[config.mk]
export PLATFORM = sky130hd
export DESIGN_NAME = instr_fetch_unit
export DESIGN_NICKNAME = d
export VERILOG_FILES = /design/src/rtl/instr_fetch_unit.sv
export SDC_FILE = /design/constraint.sdc
export NUM_CORES = 1
export LEC_CHECK = 0
export BUFFER_PORTS_ARGS = -buffer_cell sky130_fd_sc_hd__buf_2
export CORE_MARGIN = 2
export CORE_UTILIZATION = 55
export DETAILED_ROUTE_END_ITERATION = 8
export PLACE_DENSITY = 0.75
export REMOVE_ABC_BUFFERS = 1
export SLEW_MARGIN = 30
export SYNTH_ARGS = -nofsm -noshare
export SYNTH_HDL_FRONTEND = slang
export SYNTH_SLANG_ARGS = --single-unit
[constraint.sdc]
create_clock -name clk -period 4.9 [get_ports clk]
set_clock_uncertainty 0.2 [all_clocks]
set_input_delay 0.735 -clock clk [delete_from_list [all_inputs] [get_ports clk]]
set_output_delay 0.735 -clock clk [all_outputs]
set_load 0.01 [all_outputs]
[src/rtl/instr_fetch_unit.sv]
// instr_fetch_unit: PC, in-order instruction-memory reads, prefetch FIFO and valid/ready hand-off to the core.
// Optional FETCH_STALL_CNT_EN adds a saturating core-starvation counter on stall_cnt.
module instr_fetch_unit #(
  parameter int DEPTH = 4,
  parameter int ADDR_W = 16,
  parameter logic [ADDR_W-1:0] RESET_PC = '0,
  parameter int MAX_OUTST = 4
) (
  input  logic              clk,
  input  logic              reset,
  output logic              imem_req,
  output logic [ADDR_W-1:0] imem_addr,
  input  logic              imem_gnt,
  input  logic              imem_rvalid,
  input  logic [15:0]       imem_rdata,
  input  logic              redirect,
  input  logic [ADDR_W-1:0] redirect_pc,
  output logic              instr_valid,
  input  logic              instr_ready,
  output logic [15:0]       instr,
  output logic [ADDR_W-1:0] instr_pc
`ifdef FETCH_STALL_CNT_EN
  ,
  output logic [15:0]       stall_cnt
`endif
);
  localparam int AW = $clog2(DEPTH);
  localparam int CW = AW + 1;
  localparam int TW = MAX_OUTST > 1 ? $clog2(MAX_OUTST) : 1;
  localparam int OW = $clog2(MAX_OUTST + 1);
  logic [ADDR_W-1:0] pc;
  logic [15:0] f_data [DEPTH];
  logic [ADDR_W-1:0] f_pc [DEPTH];
  logic [AW-1:0] f_rd, f_wr;
  logic [CW-1:0] f_cnt;
  logic [ADDR_W-1:0] t_pc [MAX_OUTST];
  logic [TW-1:0] t_rd, t_wr;
  logic [OW-1:0] outst, drop;
  logic grant, resp, push, pop;
  function automatic logic [TW-1:0] t_inc(input logic [TW-1:0] p);
    return (int'(p) == MAX_OUTST - 1) ? '0 : p + 1'b1;
  endfunction
  // Reads in flight reserve FIFO slots, so a returning word always has room.
  always_comb begin
    imem_req = !reset && !redirect && (int'(outst) + int'(f_cnt) < DEPTH) && (int'(outst) < MAX_OUTST);
    imem_addr = pc;
    grant = imem_req && imem_gnt;
    resp = imem_rvalid && outst != '0;
    push = resp && drop == '0;
    instr_valid = f_cnt != '0;
    pop = instr_valid && instr_ready;
    instr = instr_valid ? f_data[f_rd] : '0;
    instr_pc = instr_valid ? f_pc[f_rd] : '0;
  end
  always_ff @(posedge clk or posedge reset) begin
    if (reset) begin
      pc <= RESET_PC;
      f_rd <= '0;
      f_wr <= '0;
      f_cnt <= '0;
      t_rd <= '0;
      t_wr <= '0;
      outst <= '0;
      drop <= '0;
    end else if (redirect) begin
      pc <= redirect_pc;
      f_rd <= '0;
      f_wr <= '0;
      f_cnt <= '0;
      t_rd <= '0;
      t_wr <= '0;
      outst <= outst - OW'(resp);
      drop <= outst - OW'(resp);
    end else begin
      if (grant) pc <= pc + 1'b1;
      if (grant) t_wr <= t_inc(t_wr);
      if (push) t_rd <= t_inc(t_rd);
      if (push) f_wr <= f_wr + 1'b1;
      if (pop) f_rd <= f_rd + 1'b1;
      f_cnt <= f_cnt + CW'(push) - CW'(pop);
      outst <= outst + OW'(grant) - OW'(resp);
      drop <= drop - OW'(resp && drop != '0);
    end
  end
  always_ff @(posedge clk) begin
    if (grant) t_pc[t_wr] <= pc;
    if (push) f_data[f_wr] <= imem_rdata;
    if (push) f_pc[f_wr] <= t_pc[t_rd];
  end
`ifdef FETCH_STALL_CNT_EN
  always_ff @(posedge clk or posedge reset) begin
    if (reset) stall_cnt <= '0;
    else if (instr_ready && !instr_valid && stall_cnt != 16'hFFFF) stall_cnt <= stall_cnt + 1'b1;
  end
`endif
endmodule

# After elaboration in Yosys (flattened, before gate mapping)
# Memories as Yosys holds them, arrays and structs flattened.
# Cells that the tools add are included.
[totals] output_inout_bits=50 in_bits=38 ram_bits=192 reg_bits=33 n_memories=3
[classes] reduce_logical=17 addsub=12 n_mux=21 n_lt_le_gt_ge=2 n_eq_ne=2
[memory_table] memory="f_data" words=4 width=16 read_ports=1 rd_ports_with_merged_regs=0 write_ports=1 line="32" rtl="logic [15:0] f_data [DEPTH];"
[memory_table] memory="f_pc" words=4 width=16 read_ports=1 rd_ports_with_merged_regs=0 write_ports=1 line="33" rtl="logic [ADDR_W-1:0] f_pc [DEPTH];"
[memory_table] memory="t_pc" words=4 width=16 read_ports=1 rd_ports_with_merged_regs=0 write_ports=1 line="36" rtl="logic [ADDR_W-1:0] t_pc [MAX_OUTST];"
[op_table] cell="$mux W16" n=4
[op_table] cell="$mux W2" n=10
[op_table] cell="$add A16 B1 Y16 const B" n=1
[op_table] cell="$sub A3 B1 Y3" n=4
[op_table] cell="$mux W3" n=3
[op_table] cell="$reduce_bool A3 Y1" n=3
[op_table] cell="$add A2 B1 Y2 const B" n=4
[op_table] cell="$logic_and A1 B1 Y1" n=8
[op_table] cell="$add A3 B1 Y3" n=2
[op_table] cell="$reduce_bool A2 Y1" n=3
[op_table] cell="$add A3 B3 Y4" n=1
[op_table] cell="$eq A2 B1 Y1 const B" n=2
[op_table] cell="$lt A4 B3 Y1 const B" n=1
[op_table] cell="$mux W1" n=4
[op_table] cell="$logic_not A3 Y1" n=1
[op_table] cell="$lt A3 B3 Y1 const B" n=1
[op_table] cell="$logic_not A1 Y1" n=2

# Depth between registers and ports, before layout
# Gate-level depths: netlist (run 1).
[depth] ltp_word=8 depth_mapped=14 mapped_depth_nobuf=11

# Worst setup path before layout (run 1)
# No wires, ideal clock.
[synth_timing] kind="input-to-reg" start="input port redirect" end="register outst[2]" path_buffers=3 arrival_ns=2.975 slack_ns=1.646 cell_stages=13 setup_time_ns=0.079 path_cell_list="nor4_2 > and4_1 > buf_6 > inv_2 > buf_6 > buf_6 > ha_1 > inv_1 > ha_1 > fa_1 > xor2_1 > o21ai_0 > xor2_1"
[synth_between] elab_chain_len=8
[synth_rtl] element="from (decl)" line="16" rtl="input logic redirect,"
[synth_rtl] element="$logic_not A1 Y1" line="45" rtl="imem_req = !reset && !redirect && (int'(outst) + int'(f_cnt) < DEPTH) && (int'(outst) < MAX_OUTST);"
[synth_rtl] element="$logic_and A1 B1 Y1 (3 in a row)" line="45"
[synth_rtl] element="$logic_and A1 B1 Y1" line="47" rtl="grant = imem_req && imem_gnt;"
[synth_rtl] element="$add A3 B1 Y3" line="81" rtl="outst <= outst + OW'(grant) - OW'(resp);"
[synth_rtl] element="$sub A3 B1 Y3" line="81"
[synth_rtl] element="$mux W3 (*)" line="65" rtl="end else if (redirect) begin"
[synth_rtl] element="to (signal assigned)" line="72" rtl="outst <= outst - OW'(resp);"
[synth_rtl] element="to (signal assigned)" line="81"
[synth_rtl] element="to (decl)" line="38" rtl="logic [OW-1:0] outst, drop;"
# Every way passes the cells marked *; elsewhere a longest branch is shown, timed or not.
# A chain may end at the register's enable or synchronous reset.

# Worst setup path in the final report (run 1)
# Ends and elaborated chain as after synthesis.

==> impl_metrics.prom, run 1 <==
# TYPE chip_impl_metric gauge
chip_impl_metric{name="end_of_flow_core_utilization",unit=""} 0.639
chip_impl_info{name="timing.critical_path.slowest_stage_cell",value="sky130_fd_sc_hd__and4_1"} 1
chip_impl_metric{name="avgRoutedWirePerCell",unit="um"} 20.2
chip_impl_info{name="cell_by_cell_trace_of_the_critical_path",value="buf_2, nor4_2, and4_1, inv_2, ha_1, inv_1, ha_1, fa_1, xor2_1, o21ai_0, xor2_1"} 1
chip_impl_metric{name="grt_pass1_vias",unit=""} 5077
chip_impl_info{name="cts_root_buf",value="sky130_fd_sc_hd__clkbuf_16"} 1
chip_impl_metric{name="synth_edf_count",unit=""} 192
chip_impl_info{name="endpoint",value="outst[2]"} 1
chip_impl_metric{name="syn_area",unit="um^2"} 9190
chip_impl_info{name="crit-reg2reg-capture",value="outst[2]"} 1
chip_impl_metric{name="cts_max_level",unit=""} 1
chip_impl_metric{name="clk_latency",unit="ns"} 0.50
chip_impl_metric{name="die_width",unit="um"} 133
chip_impl_metric{name="clock_pin_slew_of_the_registers_on_the_worst_case_setup_and_hold_paths",unit="ns"} 0.06
chip_impl_metric{name="pwr_density",unit="nW/um^2"} 480
chip_impl_metric{name="finalCriticalPeriod",unit="ns"} 3.80
chip_impl_metric{name="critPathMaxFanout",unit=""} 38
chip_impl_metric{name="number_of_nets_in_the_layout",unit=""} 656
chip_impl_metric{name="hold_bufs_at_cts",unit=""} 0
chip_impl_metric{name="detailedRoute.firstPassIterationCount",unit=""} 4
chip_impl_info{name="crit_family",value="simple AND/OR/NAND/NOR gates"} 1
chip_impl_metric{name="routed_via_density",unit=""} 5.77
chip_impl_metric{name="r2r.worst_path.cells",unit=""} 11
chip_impl_metric{name="data_arrival_time_of_the_critical_path",unit="ns"} 4.03
chip_impl_metric{name="cts_num_sinks",unit=""} 225
chip_impl_metric{name="synthesis.area_per_instance",unit="um^2"} 18.4
chip_impl_metric{name="timing.critical_path.required",unit="ns"} 5.12
chip_impl_metric{name="netSwitchingFraction",unit=""} 0.272
chip_impl_metric{name="internal_pwr_total",unit="mW"} 3.68
chip_impl_metric{name="power.combinational.fraction",unit=""} 0.212
chip_impl_metric{name="timing.slew.headroom",unit=""} 0.445
chip_impl_metric{name="cts_buffers",unit=""} 23
chip_impl_metric{name="fillCellCount",unit=""} 1162
chip_impl_metric{name="route.vias.total",unit=""} 4793
chip_impl_metric{name="path_depth",unit=""} 11
chip_impl_metric{name="synthToLayoutAreaGrowth",unit="%"} 14.4
chip_impl_metric{name="standard_cell_row_count",unit=""} 47
chip_impl_metric{name="detailed_route_iter0_violations",unit=""} 289
chip_impl_info{name="hold_class",value="in -> async"} 1
chip_impl_metric{name="reg2reg_slack",unit="ns"} 1.20
chip_impl_metric{name="initial_core_util",unit=""} 0.558
chip_impl_info{name="rr_startpoint",value="outst[2]"} 1
chip_impl_metric{name="antenna_viol_nets_final",unit=""} 0
chip_impl_metric{name="synth-seq-cells",unit=""} 225
chip_impl_metric{name="core-area",unit="um^2"} 16500
chip_impl_metric{name="design.portCount",unit=""} 88
chip_impl_metric{name="ys_types",unit=""} 38
chip_impl_metric{name="fmaxAchievable",unit="MHz"} 263
chip_impl_metric{name="finalMaxSlewViolations",unit=""} 0
chip_impl_metric{name="grt_antenna_before_repair",unit=""} 0
chip_impl_metric{name="global_route.overflow_total",unit=""} 0
chip_impl_metric{name="post_cts.resized_instances",unit=""} 0
chip_impl_info{name="tritoncts",value="built"} 1
chip_impl_metric{name="die_area",unit="um^2"} 17800
chip_impl_metric{name="cp_slowest_stage_delay",unit="ns"} 0.70
chip_impl_metric{name="synth-seq-area-share",unit=""} 0.717
chip_impl_metric{name="detailed_place_hpwl",unit="um"} 10100
chip_impl_metric{name="yosysWarnings",unit=""} 0
chip_impl_metric{name="post-route-drc-count",unit=""} 0
chip_impl_metric{name="final_clock_period_utilization_by_the_worst_path",unit=""} 0.776
chip_impl_metric{name="net-switching-power",unit="mW"} 1.38
chip_impl_metric{name="cts_post_setup_buffers_inserted",unit=""} 0
chip_impl_metric{name="final-hold-violation-count",unit=""} 0
chip_impl_metric{name="ir_drop",unit="V"} 0.000240
chip_impl_metric{name="grtUsageTotal",unit=""} 0.197
chip_impl_metric{name="insertedDiodeCount",unit=""} 0
chip_impl_info{name="criticalPathCategory",value="in -> reg"} 1
chip_impl_metric{name="power_frac_seq",unit=""} 0.475
chip_impl_metric{name="synthesis.instances",unit=""} 501
chip_impl_metric{name="grt_pass1_wl",unit="um"} 27400
chip_impl_metric{name="die_height",unit="um"} 133
chip_impl_metric{name="maximum_number_of_pins_on_one_net_before_global_route_repair",unit=""} 39
chip_impl_metric{name="cp.buffers_inverters",unit=""} 3
chip_impl_info{name="outcome",value="completed"} 1
chip_impl_metric{name="max_cap_viol_count",unit=""} 0
chip_impl_metric{name="clockPowerShare",unit=""} 0.312
chip_impl_metric{name="total_leakage_power",unit="nW"} 3.81
chip_impl_info{name="timing.critical_path.to_type",value="flop"} 1
chip_impl_metric{name="wirelength",unit="um"} 16800
chip_impl_metric{name="setup_tns",unit="ns"} 0
chip_impl_metric{name="cts_max_path_buffers",unit=""} 3
chip_impl_metric{name="finalSetupViolCount",unit=""} 0
chip_impl_metric{name="worst_pin_slew",unit="ns"} 0.833
chip_impl_info{name="unrepaired_setup_endpoints_after_global_routing",value="false"} 1
chip_impl_info{name="timing.critical_path.from",value="redirect"} 1
chip_impl_info{name="synth_flop_cell",value="sky130_fd_sc_hd__edfxtp_1"} 1
chip_impl_metric{name="routabilityCongestion",unit=""} 0.831
chip_impl_metric{name="final_layout_size_suffix_gt1_frac",unit=""} 0.298
chip_impl_metric{name="synthArstFlopShare",unit=""} 0.147
chip_impl_info{name="critPathLaunchType",value="primary input"} 1
chip_impl_metric{name="numPortBuffers",unit=""} 87
-- how the worst min path moves through the flow --
stage,end,start,depth (start not counted),slack (ns)
floorplan,t_wr[0],t_wr[0],1,0.31
global placement,t_wr[0],t_wr[0],1,0.33
detailed placement,f_rd[1],f_rd[1],2,0.33
CTS,outst[2],reset,3,0.15
global route,outst[2],reset,3,0.19
finish,outst[2],reset,3,0.14
-- per-layer routing --
metal | vias up | GRT usage | wire length, um
li1 | 2168 | - | -
met1 | 2426 | 0.283 | 7260
met2 | 165 | 0.317 | 8000
met3 | 34 | 0.0323 | 1090
met4 | 0 | 0.0573 | 402
met5 | - | 0 | 0
-- cells in the mapped netlist (all sizes together) (3+ instances only) --
master / count / area, um^2
a21oi: 5 / 25.0
dfrtp: 33 / 826
nand4: 5 / 31.3
and3: 9 / 56.3
a221o: 11 / 110
o21ai: 6 / 30.0
nand2: 18 / 67.6
o21bai: 3 / 22.5
clkbuf: 13 / 48.8
nand3: 10 / 50.1
mux2i: 3 / 30.0
ha: 20 / 250
and2: 38 / 238
nor2: 8 / 30.0
edfxtp: 192 / 5770
mux4: 48 / 1080
a21o: 9 / 67.6
xor2: 5 / 43.8
buf: 12 / 76.3
nor4: 3 / 25.0
nor3: 10 / 50.1
xnor2: 4 / 35.0
inv: 18 / 67.6
-- placed cells by master, fill, tap and decap left out, types with 5 or more instances in the layout --
cell                        instances
sky130_fd_sc_hd__dfrtp_1           31
sky130_fd_sc_hd__xor2_1             5
sky130_fd_sc_hd__clkinv_1           5
sky130_fd_sc_hd__ha_1              20
sky130_fd_sc_hd__a21oi_1            5
sky130_fd_sc_hd__nor2_1             8
sky130_fd_sc_hd__mux4_2            48
sky130_fd_sc_hd__buf_2             87
sky130_fd_sc_hd__and3_1             9
sky130_fd_sc_hd__clkbuf_16         23
sky130_fd_sc_hd__a21o_1             9
sky130_fd_sc_hd__nand4_1            5
sky130_fd_sc_hd__o21ai_0            6
sky130_fd_sc_hd__nor3_1            10
sky130_fd_sc_hd__a221o_1           11
sky130_fd_sc_hd__nand2_1           18
sky130_fd_sc_hd__buf_4              8
sky130_fd_sc_hd__and2_1            38
sky130_fd_sc_hd__edfxtp_1         192
sky130_fd_sc_hd__inv_1             17
sky130_fd_sc_hd__nand3_1           10
sky130_fd_sc_hd__clkinv_2          10
-- sequential cells by signal, indices dropped and copies added (netlist names) --
signal     flops
drop           3
f_cnt          3
f_data        64
f_pc          64
f_rd           2
f_wr           2
imem_addr     16
outst          3
t_pc          64
t_rd           2
t_wr           2
-- final cells by class --
type,instances,area (um^2),share of cell area
sequential,225,6590,0.627
clock inverter,16,98.8,0.00939
tap,220,275,0.0262
clock buffer,24,579,0.0551
inverter,18,67.6,0.00642
timing repair buffer,95,495,0.0471
multi-input combinational,233,2410,0.229
-- per-stage QoR --
| step | area, um^2 | hold WS, ns | std cells | power (mW) | setup slack, ns |
|---|---|---|---|---|---|
| after CTS | 10500 | 0.145 | 831 | 5.11 | 1.11 |
| after floorplan | 9070 | 0.315 | 476 | 3.12 | 1.51 |
| after global placement | 9840 | 0.333 | 791 | 3.49 | 0.740 |
| final | 10500 | 0.141 | 831 | 5.05 | 1.10 |
| after global routing | 10500 | 0.191 | 831 | 5.30 | 0.828 |
| after detailed placement | 9840 | 0.331 | 791 | 3.53 | 0.585 |
-- power groups by stage --
stage	clock, mW	combinational [mW]	sequential (mW)
after floorplan	0	0.691	2.43
after global placement	0	1.06	2.43
after detailed placement	0	1.08	2.45
after CTS	1.61	1.10	2.41
after global routing	1.67	1.20	2.43
final	1.58	1.07	2.40
-- cell families after synthesis --
logic type | synth area share
flops | 0.717
simple gates | 0.0667
mux | 0.121
buf+inv | 0.0210
compound gates | 0.0344
fa+ha+maj | 0.0316
xor+xnor | 0.00857
-- worst register-to-register path: cells and delay by family (launching register included) --
kind                       cells  cell delay [ns]
buffers and inverters          2             0.36
adders and majority gates      4             1.14
AOI/OAI and AO/OA              1             0.22
xor gates and xnor gates       2             0.35
DFF                            1             0.45
and+or+nand+nor                2             0.89
Power figures use the tool's default switching activity.
==> inputs of run 2 (changes only) <==
Settings changed: CORE_UTILIZATION 55 to 53.
Clock period 4.9 ns to 3.1 ns, I/O delays scaled along.
==> run 2 against run 1 <==
Power grew 61%. Critical path depth grew 1. Highest routed layer unchanged. Worst hold slack lost 0.12 ns. Critical endpoint unchanged.
==> impl_metrics.prom, run 2 (synthesis results as in run 1) <==
# TYPE chip_impl_metric gauge
chip_impl_info{name="timing.critical_path.slowest_stage_cell",value="sky130_fd_sc_hd__dlygate4sd3_1"} 1
chip_impl_metric{name="number_of_nets_in_the_layout",unit=""} 691
chip_impl_metric{name="cts_num_sinks",unit=""} 225
chip_impl_metric{name="synthToLayoutAreaGrowth",unit="%"} 18.5
chip_impl_metric{name="antenna_viol_nets_final",unit=""} 0
chip_impl_metric{name="grt_pass1_vias",unit=""} 5164
chip_impl_metric{name="cts_max_level",unit=""} 1
chip_impl_metric{name="global_route.overflow_total",unit=""} 0
chip_impl_metric{name="worst_pin_slew",unit="ns"} 0.903
chip_impl_metric{name="critPathMaxFanout",unit=""} 3
chip_impl_metric{name="total_leakage_power",unit="nW"} 3.96
chip_impl_metric{name="die_area",unit="um^2"} 18400
chip_impl_metric{name="hold-worst-slack",unit="ns"} 0.0232
chip_impl_metric{name="route.vias.total",unit=""} 4939
chip_impl_metric{name="ir_drop",unit="V"} 0.000502
chip_impl_metric{name="avgRoutedWirePerCell",unit="um"} 19.4
chip_impl_info{name="grt.busiest_layer",value="met2"} 1
chip_impl_metric{name="die_height",unit="um"} 136
chip_impl_metric{name="routed_via_density",unit=""} 5.67
chip_impl_metric{name="die_width",unit="um"} 136
chip_impl_metric{name="cts_max_path_buffers",unit=""} 3
chip_impl_info{name="layout.cells.most_common_list",value="sky130_fd_sc_hd__edfxtp_1 (192), sky130_fd_sc_hd__buf_2 (87), sky130_fd_sc_hd__mux4_2 (48), sky130_fd_sc_hd__and2_1 (38), sky130_fd_sc_hd__dfrtp_1 (31)"} 1
chip_impl_metric{name="timing.slew.headroom",unit=""} 0.398
chip_impl_metric{name="final_layout_size_suffix_gt1_frac",unit=""} 0.286
chip_impl_metric{name="post-route-drc-count",unit=""} 0
chip_impl_metric{name="cts_buffers",unit=""} 23
chip_impl_info{name="timing.critical_path.to_type",value="flop"} 1
chip_impl_metric{name="core-area",unit="um^2"} 17100
chip_impl_info{name="cts_root_buf",value="sky130_fd_sc_hd__clkbuf_16"} 1
chip_impl_info{name="hold_class",value="in -> reg"} 1
chip_impl_info{name="layout_commonest_cell",value="sky130_fd_sc_hd__edfxtp_1"} 1
chip_impl_info{name="unrepaired_setup_endpoints_after_global_routing",value="false"} 1
chip_impl_info{name="min-delay-start",value="redirect_pc[8]"} 1
chip_impl_metric{name="hold-path-cell-count",unit=""} 2
chip_impl_metric{name="standard_cell_row_count",unit=""} 48
chip_impl_metric{name="detailedRoute.firstPassIterationCount",unit=""} 6
chip_impl_metric{name="finalCriticalPeriod",unit="ns"} 2.87
chip_impl_info{name="tritoncts",value="built"} 1
chip_impl_info{name="critPathLaunchType",value="primary input"} 1
chip_impl_metric{name="reg2reg_slack",unit="ns"} 0.23
chip_impl_info{name="criticalPathCategory",value="in -> reg"} 1
chip_impl_metric{name="clock_pin_slew_of_the_registers_on_the_worst_case_setup_and_hold_paths",unit="ns"} 0.06
chip_impl_metric{name="gr-usage-met1",unit=""} 0.256
chip_impl_metric{name="detailed_place_hpwl",unit="um"} 10100
chip_impl_info{name="largest_registers",value="f_data x64, f_pc x64, t_pc x64"} 1
chip_impl_info{name="rr_startpoint",value="outst[2]"} 1
chip_impl_info{name="worstHoldEndpoint",value="imem_addr[8]"} 1
chip_impl_metric{name="r2r.worst_path.cells",unit=""} 11
chip_impl_metric{name="grtUsageTotal",unit=""} 0.192
chip_impl_metric{name="design.portCount",unit=""} 88
chip_impl_metric{name="timing.critical_path.required",unit="ns"} 3.33
chip_impl_info{name="cell_by_cell_trace_of_the_critical_path",value="dlygate4sd3_1, buf_2, nor4_2, and4_1, inv_2, ha_1, inv_1, ha_1, fa_1, xor2_1, o21ai_0, xor2_1"} 1
chip_impl_metric{name="wirelength",unit="um"} 16900
chip_impl_metric{name="grt_pass1_wl",unit="um"} 27200
chip_impl_metric{name="clk_latency",unit="ns"} 0.50
chip_impl_metric{name="design_power_total",unit="mW"} 8.11
chip_impl_metric{name="pwr_density",unit="nW/um^2"} 745
chip_impl_metric{name="initial_core_util",unit=""} 0.537
chip_impl_metric{name="grt_antenna_before_repair",unit=""} 0
chip_impl_metric{name="end_of_flow_core_utilization",unit=""} 0.636
chip_impl_metric{name="final_clock_period_utilization_by_the_worst_path",unit=""} 0.925
chip_impl_metric{name="data_arrival_time_of_the_critical_path",unit="ns"} 3.09
chip_impl_metric{name="finalMaxSlewViolations",unit=""} 0
chip_impl_metric{name="routabilityCongestion",unit=""} 0.811
chip_impl_metric{name="groute.layer.met2.usage",unit=""} 0.331
chip_impl_metric{name="post_cts.resized_instances",unit=""} 0
chip_impl_metric{name="insertedDiodeCount",unit=""} 0
chip_impl_metric{name="finalSetupViolCount",unit=""} 0
chip_impl_metric{name="numPortBuffers",unit=""} 87
chip_impl_metric{name="detailed_route_iter0_violations",unit=""} 335
chip_impl_metric{name="fmaxAchievable",unit="MHz"} 349
chip_impl_metric{name="maximum_number_of_pins_on_one_net_before_global_route_repair",unit=""} 38
chip_impl_metric{name="max_cap_viol_count",unit=""} 0
chip_impl_info{name="crit-reg2reg-capture",value="outst[2]"} 1
chip_impl_metric{name="cp_slowest_stage_delay",unit="ns"} 0.53
chip_impl_metric{name="gr-usage-met3",unit=""} 0.0340
chip_impl_metric{name="final-hold-violation-count",unit=""} 0
chip_impl_info{name="outcome",value="completed"} 1
## run 2: changes by cell type in the layout (fill, tap and decap cells not counted), moves of 5 or more
cell / delta
sky130_fd_sc_hd__clkinv_2: -8
sky130_fd_sc_hd__clkbuf_1: +5
sky130_fd_sc_hd__buf_4: +8
sky130_fd_sc_hd__dlygate4sd3_1: +26
## run 2: power breakdown
group,internal [mW],switching [mW],total (mW)
logic,0.895,0.913,1.81
registers,3.54,0.199,3.74
clock network,1.53,1.04,2.57
## run 2: through the flow
stage | setup TNS (ns) | worst slack, ns | std cells | area, um^2
2_1_floorplan | -0.0536 | -0.0536 | 476 | 9070
3_3_place_gp | 0 | 0.281 | 805 | 9930
3_5_place_dp | 0 | 0.197 | 805 | 9930
4_1_cts | 0 | 0.217 | 871 | 10900
5_1_grt | 0 | 0.0894 | 871 | 10900
6_report | 0 | 0.232 | 871 | 10900
## run 2: worst max-delay path by stage
stage,from,to,slack (ns),cells past startpoint
floorplan,outst[2],outst[2],-0.05,11
global placement,redirect,outst[2],0.28,11
detailed placement,redirect,outst[2],0.20,11
CTS,outst[2],outst[2],0.22,11
global route,outst[2],outst[2],0.09,11
finish,reset,outst[2],0.23,12
## run 2: cell type report
type                       instances  area [um^2]
fill                            1218         6220
sequential                       225         6590
tap                              225          282
clock inverter                    11          105
timing repair buffer             130          836
multi-input combinational        233         2410
clock buffer                      29          598
inverter                          18         67.6
## run 2: what timing repair did
action | CTS | global route
hold endpoints to repair | 88 | 0
setup endpoints to repair | 0 | 0
setup buffers | 0 | 0
hold buffers | 26 | 0
## run 2: worst max-delay path: cells and delay by family
family / cells / cell delay, ns
adder cells (fa/ha/maj): 3 / 0.81
buffers and inverters: 4 / 0.75
AND/OR/NAND/NOR: 2 / 0.54
XOR/XNOR: 2 / 0.32
AO/OA/AOI/OAI: 1 / 0.20
## run 2: layer usage
metal / wire length, um / share of wire
met4: 346 / 0.020
met3: 834 / 0.049
met1: 7250 / 0.43
met2: 8490 / 0.50
met5: 0 / 0
==> inputs of run 3 (changes only) <==
Settings changed: ABC_AREA from default to 1.
==> run 3 against run 2 <==
Core utilization rose by 0.81 points. Area after synthesis rose by 3.3%. Largest power group unchanged. Cell count rose by 38%. Non-clock buffer count rose by 7. Fmax rose by 1.3%. Wire length rose by 11%. Combinational power rose by 24%. Sequential cell count did not move. Worst hold slack improved by 0.0041 ns.
==> impl_metrics.prom, run 3 <==
# TYPE chip_impl_metric gauge
chip_impl_info{name="criticalPathCategory",value="reg -> out"} 1
chip_impl_metric{name="detailed_route_iter0_violations",unit=""} 372
chip_impl_info{name="min-delay-start",value="instr_ready"} 1
chip_impl_info{name="tritoncts",value="built"} 1
chip_impl_metric{name="maximum_number_of_pins_on_one_net_before_global_route_repair",unit=""} 36
chip_impl_info{name="synth_top_cells_by_area",value="sky130_fd_sc_hd__edfxtp_1 (61%), sky130_fd_sc_hd__dfrtp_1 (8.7%), sky130_fd_sc_hd__nor2_1 (7.7%)"} 1
chip_impl_metric{name="cts_max_path_buffers",unit=""} 3
chip_impl_metric{name="setup_tns",unit="ns"} 0
chip_impl_metric{name="grt_antenna_before_repair",unit=""} 0
chip_impl_metric{name="avgRoutedWirePerCell",unit="um"} 15.6
chip_impl_metric{name="synth-seq-area-share",unit=""} 0.694
chip_impl_info{name="hold_class",value="in -> reg"} 1
chip_impl_info{name="crit-reg2reg-capture",value="outst[2]"} 1
chip_impl_metric{name="cts_max_level",unit=""} 1
chip_impl_metric{name="die_area",unit="um^2"} 19000
chip_impl_info{name="dominant_cell_type_by_area_after_synthesis",value="sky130_fd_sc_hd__edfxtp_1"} 1
chip_impl_metric{name="numPortBuffers",unit=""} 87
chip_impl_metric{name="standard_cell_row_count",unit=""} 48
chip_impl_metric{name="core-area",unit="um^2"} 17400
chip_impl_metric{name="routed_via_density",unit=""} 5.26
chip_impl_info{name="crit_family",value="buffers and inverters"} 1
chip_impl_info{name="critPathLaunchType",value="flop"} 1
chip_impl_metric{name="cts_num_sinks",unit=""} 225
chip_impl_metric{name="ys_types",unit=""} 26
chip_impl_metric{name="die_width",unit="um"} 138
chip_impl_metric{name="grtUsageTotal",unit=""} 0.204
chip_impl_metric{name="cts_post_setup_buffers_inserted",unit=""} 0
chip_impl_info{name="timing.critical_path.slowest_stage_cell",value="sky130_fd_sc_hd__buf_4"} 1
chip_impl_metric{name="wirelength",unit="um"} 18900
chip_impl_metric{name="global_route.overflow_total",unit=""} 0
chip_impl_metric{name="path_depth",unit=""} 6
chip_impl_metric{name="synth_edf_count",unit=""} 192
chip_impl_metric{name="synthToLayoutAreaGrowth",unit="%"} 18.2
chip_impl_metric{name="worst_pin_slew",unit="ns"} 0.818
chip_impl_info{name="worstHoldEndpoint",value="f_rd[0]"} 1
chip_impl_metric{name="max_cap_viol_count",unit=""} 0
chip_impl_metric{name="final_layout_size_suffix_gt1_frac",unit=""} 0.154
chip_impl_metric{name="data_arrival_time_of_the_critical_path",unit="ns"} 2.17
chip_impl_metric{name="total_leakage_power",unit="nW"} 4.39
chip_impl_metric{name="insertedDiodeCount",unit=""} 0
chip_impl_metric{name="detailedRoute.firstPassIterationCount",unit=""} 4
chip_impl_info{name="layout_commonest_cell",value="sky130_fd_sc_hd__edfxtp_1"} 1
chip_impl_metric{name="hold-path-cell-count",unit=""} 3
chip_impl_info{name="cell_by_cell_trace_of_the_critical_path",value="clkinv_1, buf_4, nor2_1, o21ai_0, a21oi_1, buf_2"} 1
chip_impl_metric{name="final_cells",unit=""} 1205
chip_impl_info{name="rr_startpoint",value="outst[2]"} 1
chip_impl_info{name="largest_registers",value="f_data x64, f_pc x64, t_pc x64"} 1
chip_impl_metric{name="number_of_nets_in_the_layout",unit=""} 1025
chip_impl_metric{name="timing.critical_path.required",unit="ns"} 2.43
chip_impl_metric{name="yosysTopAreaCellShare",unit=""} 0.607
chip_impl_metric{name="route.vias.total",unit=""} 6340
chip_impl_metric{name="syn_area",unit="um^2"} 9500
chip_impl_metric{name="fmaxAchievable",unit="MHz"} 353
chip_impl_metric{name="design.portCount",unit=""} 88
chip_impl_metric{name="synthesis.area_per_instance",unit="um^2"} 11.3
chip_impl_metric{name="post_cts.resized_instances",unit=""} 0
chip_impl_metric{name="yosysWarnings",unit=""} 0
chip_impl_metric{name="final-hold-violation-count",unit=""} 0
chip_impl_metric{name="design_power_total",unit="mW"} 8.69
chip_impl_metric{name="timing.slew.headroom",unit=""} 0.454
chip_impl_metric{name="clk_latency",unit="ns"} 0.50
chip_impl_metric{name="post-place-cells",unit=""} 1136
chip_impl_info{name="outcome",value="completed"} 1
chip_impl_info{name="timing.critical_path.to_type",value="primary output"} 1
chip_impl_info{name="layout.cells.most_common_list",value="sky130_fd_sc_hd__edfxtp_1 (192), sky130_fd_sc_hd__nor2_1 (190), sky130_fd_sc_hd__o21ai_0 (107), sky130_fd_sc_hd__nand2_1 (91), sky130_fd_sc_hd__buf_2 (87)"} 1
chip_impl_info{name="cts_root_buf",value="sky130_fd_sc_hd__clkbuf_16"} 1
chip_impl_metric{name="synthArstFlopShare",unit=""} 0.147
chip_impl_metric{name="synth-seq-cells",unit=""} 225
chip_impl_metric{name="finalCriticalPeriod",unit="ns"} 2.83
chip_impl_metric{name="post-route-drc-count",unit=""} 0
chip_impl_metric{name="initial_core_util",unit=""} 0.545
chip_impl_info{name="synth_flop_cell",value="sky130_fd_sc_hd__edfxtp_1"} 1
chip_impl_metric{name="reg2reg_slack",unit="ns"} 0.32
chip_impl_metric{name="synthesis.instances",unit=""} 842
chip_impl_info{name="synthTopCellsByCount",value="sky130_fd_sc_hd__nor2_1 (194), sky130_fd_sc_hd__edfxtp_1 (192), sky130_fd_sc_hd__o21ai_0 (107), sky130_fd_sc_hd__nand2_1 (91), sky130_fd_sc_hd__inv_1 (46)"} 1
chip_impl_metric{name="routabilityCongestion",unit=""} 0.774
chip_impl_metric{name="antenna_viol_nets_final",unit=""} 0
chip_impl_metric{name="die_height",unit="um"} 138
chip_impl_metric{name="clock_pin_slew_of_the_registers_on_the_worst_case_setup_and_hold_paths",unit="ns"} 0.06
chip_impl_metric{name="r2r.worst_path.cells",unit=""} 13
chip_impl_metric{name="cp.buffers_inverters",unit=""} 3
chip_impl_metric{name="hold_bufs_at_cts",unit=""} 28
chip_impl_metric{name="final_clock_period_utilization_by_the_worst_path",unit=""} 0.913
chip_impl_info{name="unrepaired_setup_endpoints_after_global_routing",value="false"} 1
chip_impl_metric{name="finalMaxSlewViolations",unit=""} 0
chip_impl_metric{name="cp_slowest_stage_delay",unit="ns"} 0.38
chip_impl_metric{name="critPathMaxFanout",unit=""} 23
chip_impl_info{name="synth.most_common_cell",value="sky130_fd_sc_hd__nor2_1"} 1
chip_impl_metric{name="grt_pass1_wl",unit="um"} 30200
chip_impl_metric{name="grt_pass1_vias",unit=""} 6077
chip_impl_metric{name="cts_buffers",unit=""} 24
chip_impl_metric{name="fillCellCount",unit=""} 1320
chip_impl_metric{name="detailed_place_hpwl",unit="um"} 11400
chip_impl_metric{name="pwr_density",unit="nW/um^2"} 774
chip_impl_metric{name="ir_drop",unit="V"} 0.000434
chip_impl_metric{name="finalSetupViolCount",unit=""} 0
run 3: how the worst max path moves through the flow:
stage / start / endpoint / slack (ns)
floorplan: imem_rvalid / f_data[0][0] / 0.06
global placement: outst[2] / outst[2] / 0.38
detailed placement: outst[2] / outst[2] / 0.34
CTS: f_rd[1] / instr_pc[8] / 0.26
global route: outst[2] / outst[2] / 0.04
finish: f_rd[1] / instr_pc[8] / 0.27
run 3: cell type report:
class,instances,area [um^2],share of cell area
clock buffers,34,659,0.0588
flip-flops and latches,225,6590,0.587
well taps,225,282,0.0251
clock inverters,7,60.1,0.00535
inverters,49,184,0.0164
multi-input cells,528,2560,0.229
repair buffers,137,881,0.0785
run 3: kinds of logic after synthesis:
kind of cell,synth area share
simple gates,0.144
buf+inv,0.0382
flops,0.694
xor+xnor,0.00645
compound gates,0.0871
fa+ha+maj,0.0306
run 3: per-layer routing:
layer / routed length, um / up-vias / track usage
met5: 0 / - / 0
met3: 1110 / 38 / 0.0333
li1: - / 3149 / -
met4: 379 / 0 / 0.0607
met2: 9160 / 187 / 0.355
met1: 8210 / 2966 / 0.265
run 3: worst reg2reg max path, stage by stage (launching register included):
cell	delay (ns)
sky130_fd_sc_hd__dfrtp_1	0.45
sky130_fd_sc_hd__ha_1	0.31
sky130_fd_sc_hd__nor2_1	0.08
sky130_fd_sc_hd__nand2_1	0.10
sky130_fd_sc_hd__nor2_1	0.14
sky130_fd_sc_hd__nand2_1	0.09
sky130_fd_sc_hd__ha_1	0.27
sky130_fd_sc_hd__inv_1	0.04
sky130_fd_sc_hd__ha_1	0.18
sky130_fd_sc_hd__fa_1	0.38
sky130_fd_sc_hd__xnor2_1	0.20
sky130_fd_sc_hd__nand2_1	0.07
sky130_fd_sc_hd__nand2_1	0.05
sky130_fd_sc_hd__o21ai_0	0.09
run 3: metrics by stage:
stage	util	hold WS (ns)	area [um^2]	worst slack [ns]
global placement	0.587	0.345	10200	0.379
finish	0.644	0.0273	11200	0.269
global route	0.644	0.0335	11200	0.0367
CTS	0.644	0.0128	11200	0.262
floorplan	-	0.320	9320	0.0626
detailed placement	0.587	0.345	10200	0.336
run 3: report_power, final:
group / total [mW] / leakage [nW] / internal (mW) / switching (mW)
sequential: 3.82 / 2.15 / 3.62 / 0.199
combinational: 2.25 / 1.89 / 0.791 / 1.46
clock: 2.62 / 0.348 / 1.55 / 1.06
